`src/rtl/varredura_servo.sv`:
```
// varredura_servo: servo sweep sequencer stepping a 3-bit position, driving PWM and a dwell-end strobe
// Ports:
//   clock        single clock
//   reset        asynchronous active-high reset
//   ligar        sweep enable; at 0 position, direction and dwell progress freeze
//   posicao      current position index (angle ROM address)
//   sentido      sweep direction, 1 = ascending
//   pwm          servo control pulse, registered
//   fim_posicao  one-cycle registered strobe on the last cycle of each dwell
// Build option: define VARREDURA_SERRA_EN for a sawtooth sweep (0..7,0..7) instead of triangular.
module varredura_servo #(
  parameter int PERIODO_PWM          = 1_000_000,
  parameter int LARGURA_BASE         = 55_000,
  parameter int PASSO_LARGURA        = 11_000,
  parameter int PERIODOS_POR_POSICAO = 10
) (
  input  logic       clock,
  input  logic       reset,
  input  logic       ligar,
  output logic [2:0] posicao,
  output logic       sentido,
  output logic       pwm,
  output logic       fim_posicao
);
  localparam int W  = $clog2(PERIODO_PWM);
  localparam int PW = (PERIODOS_POR_POSICAO > 1) ? $clog2(PERIODOS_POR_POSICAO) : 1;
  localparam logic [W-1:0]  ULTIMO    = W'(PERIODO_PWM - 1);
  localparam logic [W-1:0]  PENULTIMO = W'(PERIODO_PWM - 2);
  localparam logic [W-1:0]  BASE      = W'(LARGURA_BASE);
  localparam logic [W-1:0]  PASSO     = W'(PASSO_LARGURA);
  localparam logic [PW-1:0] PER_ULT   = PW'(PERIODOS_POR_POSICAO - 1);
  logic [W-1:0]  contador, largura, largura_nova, largura_atual;
  logic [PW-1:0] periodos;
  logic [2:0]    pos_prox;
  logic          ativo, fim_periodo, vespera, sentido_prox;
  // The width is refreshed at counter 0 from the current position, so a step
  // made at the period end takes effect from the very first cycle of the new period.
  always_comb begin
    fim_periodo   = contador == ULTIMO;
    vespera       = contador == PENULTIMO;
    largura_nova  = BASE + W'(posicao) * PASSO;
    largura_atual = (contador == '0) ? largura_nova : largura;
`ifdef VARREDURA_SERRA_EN
    pos_prox      = posicao + 3'd1;
    sentido_prox  = 1'b1;
`else
    pos_prox      = sentido ? posicao + 3'd1 : posicao - 3'd1;
    sentido_prox  = sentido ? (pos_prox != 3'd7) : (pos_prox == 3'd0);
`endif
  end
  // ligar is captured one cycle before the period end so the registered strobe
  // and the period/position update at that end act on the same decision.
  always_ff @(posedge clock or posedge reset)
    if (reset) begin
      contador    <= '0;
      largura     <= BASE;
      pwm         <= 1'b0;
      ativo       <= 1'b0;
      periodos    <= '0;
      fim_posicao <= 1'b0;
      posicao     <= 3'd0;
      sentido     <= 1'b1;
    end else begin
      contador    <= fim_periodo ? '0 : contador + 1'b1;
      largura     <= largura_atual;
      pwm         <= contador < largura_atual;
      ativo       <= vespera ? ligar : ativo;
      fim_posicao <= vespera && ligar && (periodos == PER_ULT);
      if (fim_posicao) begin
        periodos <= '0;
        posicao  <= pos_prox;
        sentido  <= sentido_prox;
      end else if (fim_periodo && ativo) begin
        periodos <= periodos + 1'b1;
      end
    end
endmodule
```
`config.mk`:
```
export PLATFORM = sky130hd
export DESIGN_NAME = varredura_servo
export DESIGN_NICKNAME = d
export VERILOG_FILES = /design/src/rtl/varredura_servo.sv
export SDC_FILE = /design/constraint.sdc
export NUM_CORES = 1
export LEC_CHECK = 0
export BUFFER_PORTS_ARGS = -buffer_cell sky130_fd_sc_hd__clkbuf_2
export CAP_MARGIN = 5
export CORE_ASPECT_RATIO = 0.75
export CORE_MARGIN = 3
export CORE_UTILIZATION = 30
export CTS_CLUSTER_SIZE = 10
export DETAILED_ROUTE_END_ITERATION = 8
export GPL_TIMING_DRIVEN = 0
export MAX_ROUTING_LAYER = met4
export PLACE_DENSITY = 0.49
export SLEW_MARGIN = 20
export SYNTH_ARGS = -nofsm -noshare
export SYNTH_HDL_FRONTEND = slang
export SYNTH_SLANG_ARGS = --single-unit
```
`constraint.sdc`:
```
create_clock -name clock -period 5.4 [get_ports clock]
set_clock_uncertainty 0.1 [all_clocks]
set_input_delay 0.27 -clock clock [delete_from_list [all_inputs] [get_ports clock]]
set_output_delay 0.27 -clock clock [all_outputs]
set_load 0.03 [all_outputs]
```
======== After elaboration in Yosys (flattened, before gate mapping) ========
Cells that the tools add are included.
storage, ports and cells
  bits in registers ....................... 51
  word-level logic and storage cells ...... 31
cells by class
  add/subtract/negate cells ............... 5
  multiply operators ...................... 1
  $lt $le $gt $ge ......................... 1
  eq/ne operators ......................... 4
  mux-type cells .......................... 6
  reductions and logical operators ........ 6
operator list
  operator                  count
  $eq A20 B20 Y1 const B    2
  $mux W20                  2
  $add A20 B1 Y20 const B   1
  $logic_not A20 Y1         1
  $lt A20 B20 Y1            1
  $add A16 B17 Y18 const A  1
  $mul A3 B11 Y14 const B   1
  $mux W4                   2
  $add A4 B1 Y4 const B     1
  $eq A4 B4 Y1 const B      1
  $add A3 B1 Y3 const B     1
  $logic_and A1 B1 Y1       3
  $logic_not A3 Y1          1
  $mux W3                   1
  $ne A3 B3 Y1 const B      1
  $sub A3 B1 Y3 const B     1
  $reduce_bool A2 Y1        1
  $mux W1                   1

======== Longest topological paths before layout ========
  depth in word-level cells ............... 4
  gate-level depth with buffers ........... 21

======== Worst setup path before layout ========
Ideal clock, no wire load.
  path kind ............................... register -> register
  start ................................... register posicao[0]
  end ..................................... register pwm
  setup time .............................. 0.086 ns
  arrival time ............................ 4.535 ns
  path slack .............................. 0.679 ns
  cell stages (with the launch flop) ...... 20
  path buffers ............................ 0
  clock period less this slack ............ 4.721 ns
  cells stage by stage .................... dfrtp_1 inv_1 fa_1 inv_1 ha_1 inv_1 fa_1 nor2_1 a21boi_1 a311o_1 or4_1 a21oi_2 xor2_1 mux2i_1 ha_1 o21ai_0 a21oi_1 nor3_1 nor2_1 nor3_1
on the way
  longest elaborated chain between the ends .. 4
RTL lines
  element                 line  source
  from (decl)             20    output logic [2:0] posicao,
  from (signal assigned)  71    posicao <= pos_prox;
  $mul A3 B11 Y14         41    largura_nova = BASE + W'(posicao) * PASSO;
  $add A16 B17 Y18        41
  via largura_nova[3]     32    logic [W-1:0] contador, largura, largura_nova, largura_atual;
  $mux W20                42    largura_atual = (contador == '0) ? largura_nova : largura;
  $lt A20 B20 Y1          66    pwm <= contador < largura_atual;
  to (signal assigned)    66
  to (decl)               22    output logic pwm,
The timed path passes the listed nets, and every way through them passes these cells.
A chain may end at the register's enable or synchronous reset.

======== Worst setup path after layout ========
  start ................................... register posicao[2]
  end ..................................... register pwm
on the way
  longest elaborated chain between the ends .. 4
RTL lines
  element           line
  $mul A3 B11 Y14   41
  $add A16 B17 Y18  41
  $mux W20          42
  $lt A20 B20 Y1    66
Every way passes these cells.

==> impl_metrics.tcl <==
set metrics [dict create \
    final_cell_mix "40 x dfrtp_1, 36 x ha_1, 32 x nand2_1" \
    grt_pass1_vias 2509 \
    antenna_found_initial 0 \
    place_area_mm2 0.00372 \
    cp_top_family "adder cells" \
    syn_area_per_cell_um2 9.55 \
    cts.sinks 51 \
    cp-end-kind "flop" \
    worstPathCellList "inv_1 > fa_1 > inv_1 > ha_1 > inv_1 > fa_1 > nor2_1 > a21boi_1 > a311o_1 > or4_1 > a21oi_2 > xor2_1 > mux2i_1 > ha_1 > o21ai_0 > a21oi_1 > nor3_1 > nor2_1 > nor3_1" \
    synth_enable_flop_cells 0 \
    track_usage 0.125 \
    worstHoldPathCells 3 \
    die_w_um 131 \
    ys_seq_area_frac 0.368 \
    synthArstFlopShare 1.00 \
    critPathMaxFanout 7 \
    grt_max_degree 52 \
    total_leakage_power_nw 1.79 \
    path_buf_inv 3 \
    finalHoldViolCount 0 \
    hold_class "in -> reg" \
    reg2reg_to "pwm$_DFF_PP0_" \
    layout_commonest_cell "dfrtp_1" \
    cts_made_buffers 5 \
    synth_cell_types 50 \
    cts_tree "done" \
    routed_wl_um 7340 \
    fp.coreArea_mm2 0.0111 \
    post-cts-setup-buffer-count 0 \
    critPathKind "reg -> reg" \
    dieArea_mm2 0.0130 \
    min-delay-start "ligar" \
    root_buffer "clkbuf_16" \
    fin_area_mm2 0.00389 \
    grt_pass1_wl_um 12600 \
    vias_per_cell 4.79 \
    cp_common_cell "inv_1" \
    gp_congestion 0.785 \
    reg2reg_depth 19 \
    ioPinCount 9 \
    grt_overflow_total 0 \
    synth.area.top_cells "dfrtp_1 29%, ha_1 13%, dfstp_2 7.5%" \
    synth_top_area_share 0.293 \
    rrSetupSlack_ns 0.42 \
    period_minus_slack_ns 4.98 \
    fp.dieH_um 99.6 \
    wl_per_cell_um 14.0 \
    post-route-util 0.349 \
    tightest_slew_ns 0.774 \
    seqCellArea_mm2 0.00129 \
    clock_latency_ns 0.29 \
    ys_ff_latch 51 \
    cpMaxStageDelayCell "dfrtp_1" \
    max-cap-violations 0 \
    arrival_ns 5.08 \
    ys.flop_type "dfrtp_1" \
    drt_iter0_drc 135 \
    outcome "finished clean" \
    max_stage_delay_ns 0.56 \
    yosys_warnings 0 \
    power_density_mw_per_mm2 187 \
    stdcell_count 524 \
    syn_to_final_growth_pct 11.1 \
    final-setup-viol-count 0 \
    drv_slew 0 \
    required_ns 5.50 \
    synthCells 367 \
    fillers 1167 \
    n_antenna_cell 0 \
    path_clk_slew_ns 0.07 \
    r2r_start "posicao[2]$_DFFE_PP0P_" \
    max_freq_mhz 201 \
    placed_cells 515 \
    netlist_area_mm2 0.00350 \
    hold_path_end "fim_posicao$_DFF_PP0_" \
    multi_input_area_mm2 0.00206 \
    nets 427 \
    synthesis.nets 411 \
    rsz0062_at_grt "false" \
    drtPass1Iterations 6 \
    whs_ns 0.138 \
    timing.final.crit_share 0.922 \
    synth.largest_area_cell "dfrtp_1" \
    vias 2509 \
    final_layout_size_suffix_gt1_frac 0.115 \
    initial_core_util 0.314 \
    port-buffer-count 8 \
    cts.htree.levels 2 \
    clockBufferDepth 2 \
    setup.worst_path.start_class "flop" \
    tns_ns 0 \
    num_rows 33 \
    max-slew-margin-rel 0.481 \
    drc 0 \
    hpwl_um 5590 \
    postRouteAntennaNets 0 \
    vdd_drop_max_mv 0.117 \
]
-- routing by layer --
metal	wire [um]	track usage
met1	4200	0.198
met2	2870	0.163
met3	218	0.0263
met4	55	0.0229
met5	0	-
-- where the power goes --
part | switching, mW | internal [mW] | total, mW
sequential | 0 | 0.382 | 0.382
combinational | 0.00783 | 0.00116 | 0.00899
clock | 0.138 | 0.197 | 0.336
total | 0.146 | 0.581 | 0.727
-- final cells by class --
| class | instances | area share |
|---|---|---|
| Buffer | 8 | 0.0125 |
| Clock buffer | 7 | 0.0392 |
| Clock inverter | 1 | 0.00193 |
| Inverter | 28 | 0.0276 |
| Multi-Input combinational cell | 280 | 0.530 |
| Sequential cell | 51 | 0.331 |
| Tap cell | 140 | 0.0450 |
| Timing Repair Buffer | 9 | 0.0129 |
-- registers in the layout, summed over array words and instances, names as in the netlist --
name and count:
contador 20, largura 20, periodos 4, posicao 3, ativo 1, fim_posicao 1, pwm 1, sentido 1
-- logic make-up (layout without fill, tap and decap cells) --
group / count (synthesis) / after routing / share of synthesized area
compound gates: 58 / 58 / 0.105
xor+xnor: 37 / 37 / 0.0925
buf+inv: 36 / 53 / 0.0439
flops: 51 / 51 / 0.368
mux: 17 / 17 / 0.0514
simple gates: 127 / 127 / 0.182
fa+ha+maj: 41 / 41 / 0.157
-- metrics by stage --
stage	setup slack, ns	power [mW]
floorplan	0.679	0.395
detailed placement	0.370	0.399
global route	0.0739	0.763
finish	0.423	0.727
CTS	0.339	0.741
global placement	0.317	0.398
-- cell usage after synthesis (all sizes together), types with 2 or more instances --
| library cell | number |
|---|---|
| inv | 28 |
| buf | 3 |
| o21a | 4 |
| xor2 | 18 |
| a2111oi | 2 |
| and3 | 2 |
| nand2b | 4 |
| or4 | 2 |
| ha | 36 |
| o211ai | 3 |
| a31oi | 3 |
| clkbuf | 5 |
| nor2b | 8 |
| nand4 | 5 |
| a21o | 3 |
| xnor2 | 19 |
| a21oi | 15 |
| o21ai | 18 |
| a21boi | 2 |
| and2 | 2 |
| mux2 | 8 |
| mux2i | 9 |
| nor4 | 6 |
| or3 | 3 |
| dfstp | 10 |
| o31ai | 2 |
| nor2 | 29 |
| nor3 | 12 |
| nand2 | 32 |
| nand3 | 14 |
| fa | 5 |
| dfrtp | 41 |
-- worst max path at each step --
stage	from	to	slack, ns	cells after the start
after global placement	posicao[0]$_DFFE_PP0P_	pwm$_DFF_PP0_	0.32	20
after global routing	posicao[2]$_DFFE_PP0P_	pwm$_DFF_PP0_	0.07	19
after detailed placement	posicao[0]$_DFFE_PP0P_	pwm$_DFF_PP0_	0.37	19
after CTS	posicao[0]$_DFFE_PP0P_	pwm$_DFF_PP0_	0.34	19
after floorplan	posicao[0]$_DFFE_PP0P_	pwm$_DFF_PP0_	0.68	19
final	posicao[2]$_DFFE_PP0P_	pwm$_DFF_PP0_	0.42	19
-- worst reg2reg max path, cell delays in order, from the launching register on --
cell      delay, ns
dfrtp_1        0.56
inv_1          0.25
fa_1           0.52
inv_1          0.15
ha_1           0.19
inv_1          0.07
fa_1           0.46
nor2_1         0.14
a21boi_1       0.11
a311o_1        0.41
or4_1          0.56
a21oi_2        0.20
xor2_1         0.22
mux2i_1        0.11
ha_1           0.30
o21ai_0        0.08
a21oi_1        0.09
nor3_1         0.14
nor2_1         0.07
nor3_1         0.16
-- repair_timing --
item | in CTS | in global routing
gates resized for setup | 0 | 1
hold endpoints to repair | 28 | 0
hold buffers | 1 | 0
setup endpoints to repair | 0 | 1
No activity file was read; power rests on OpenSTA's default activity.
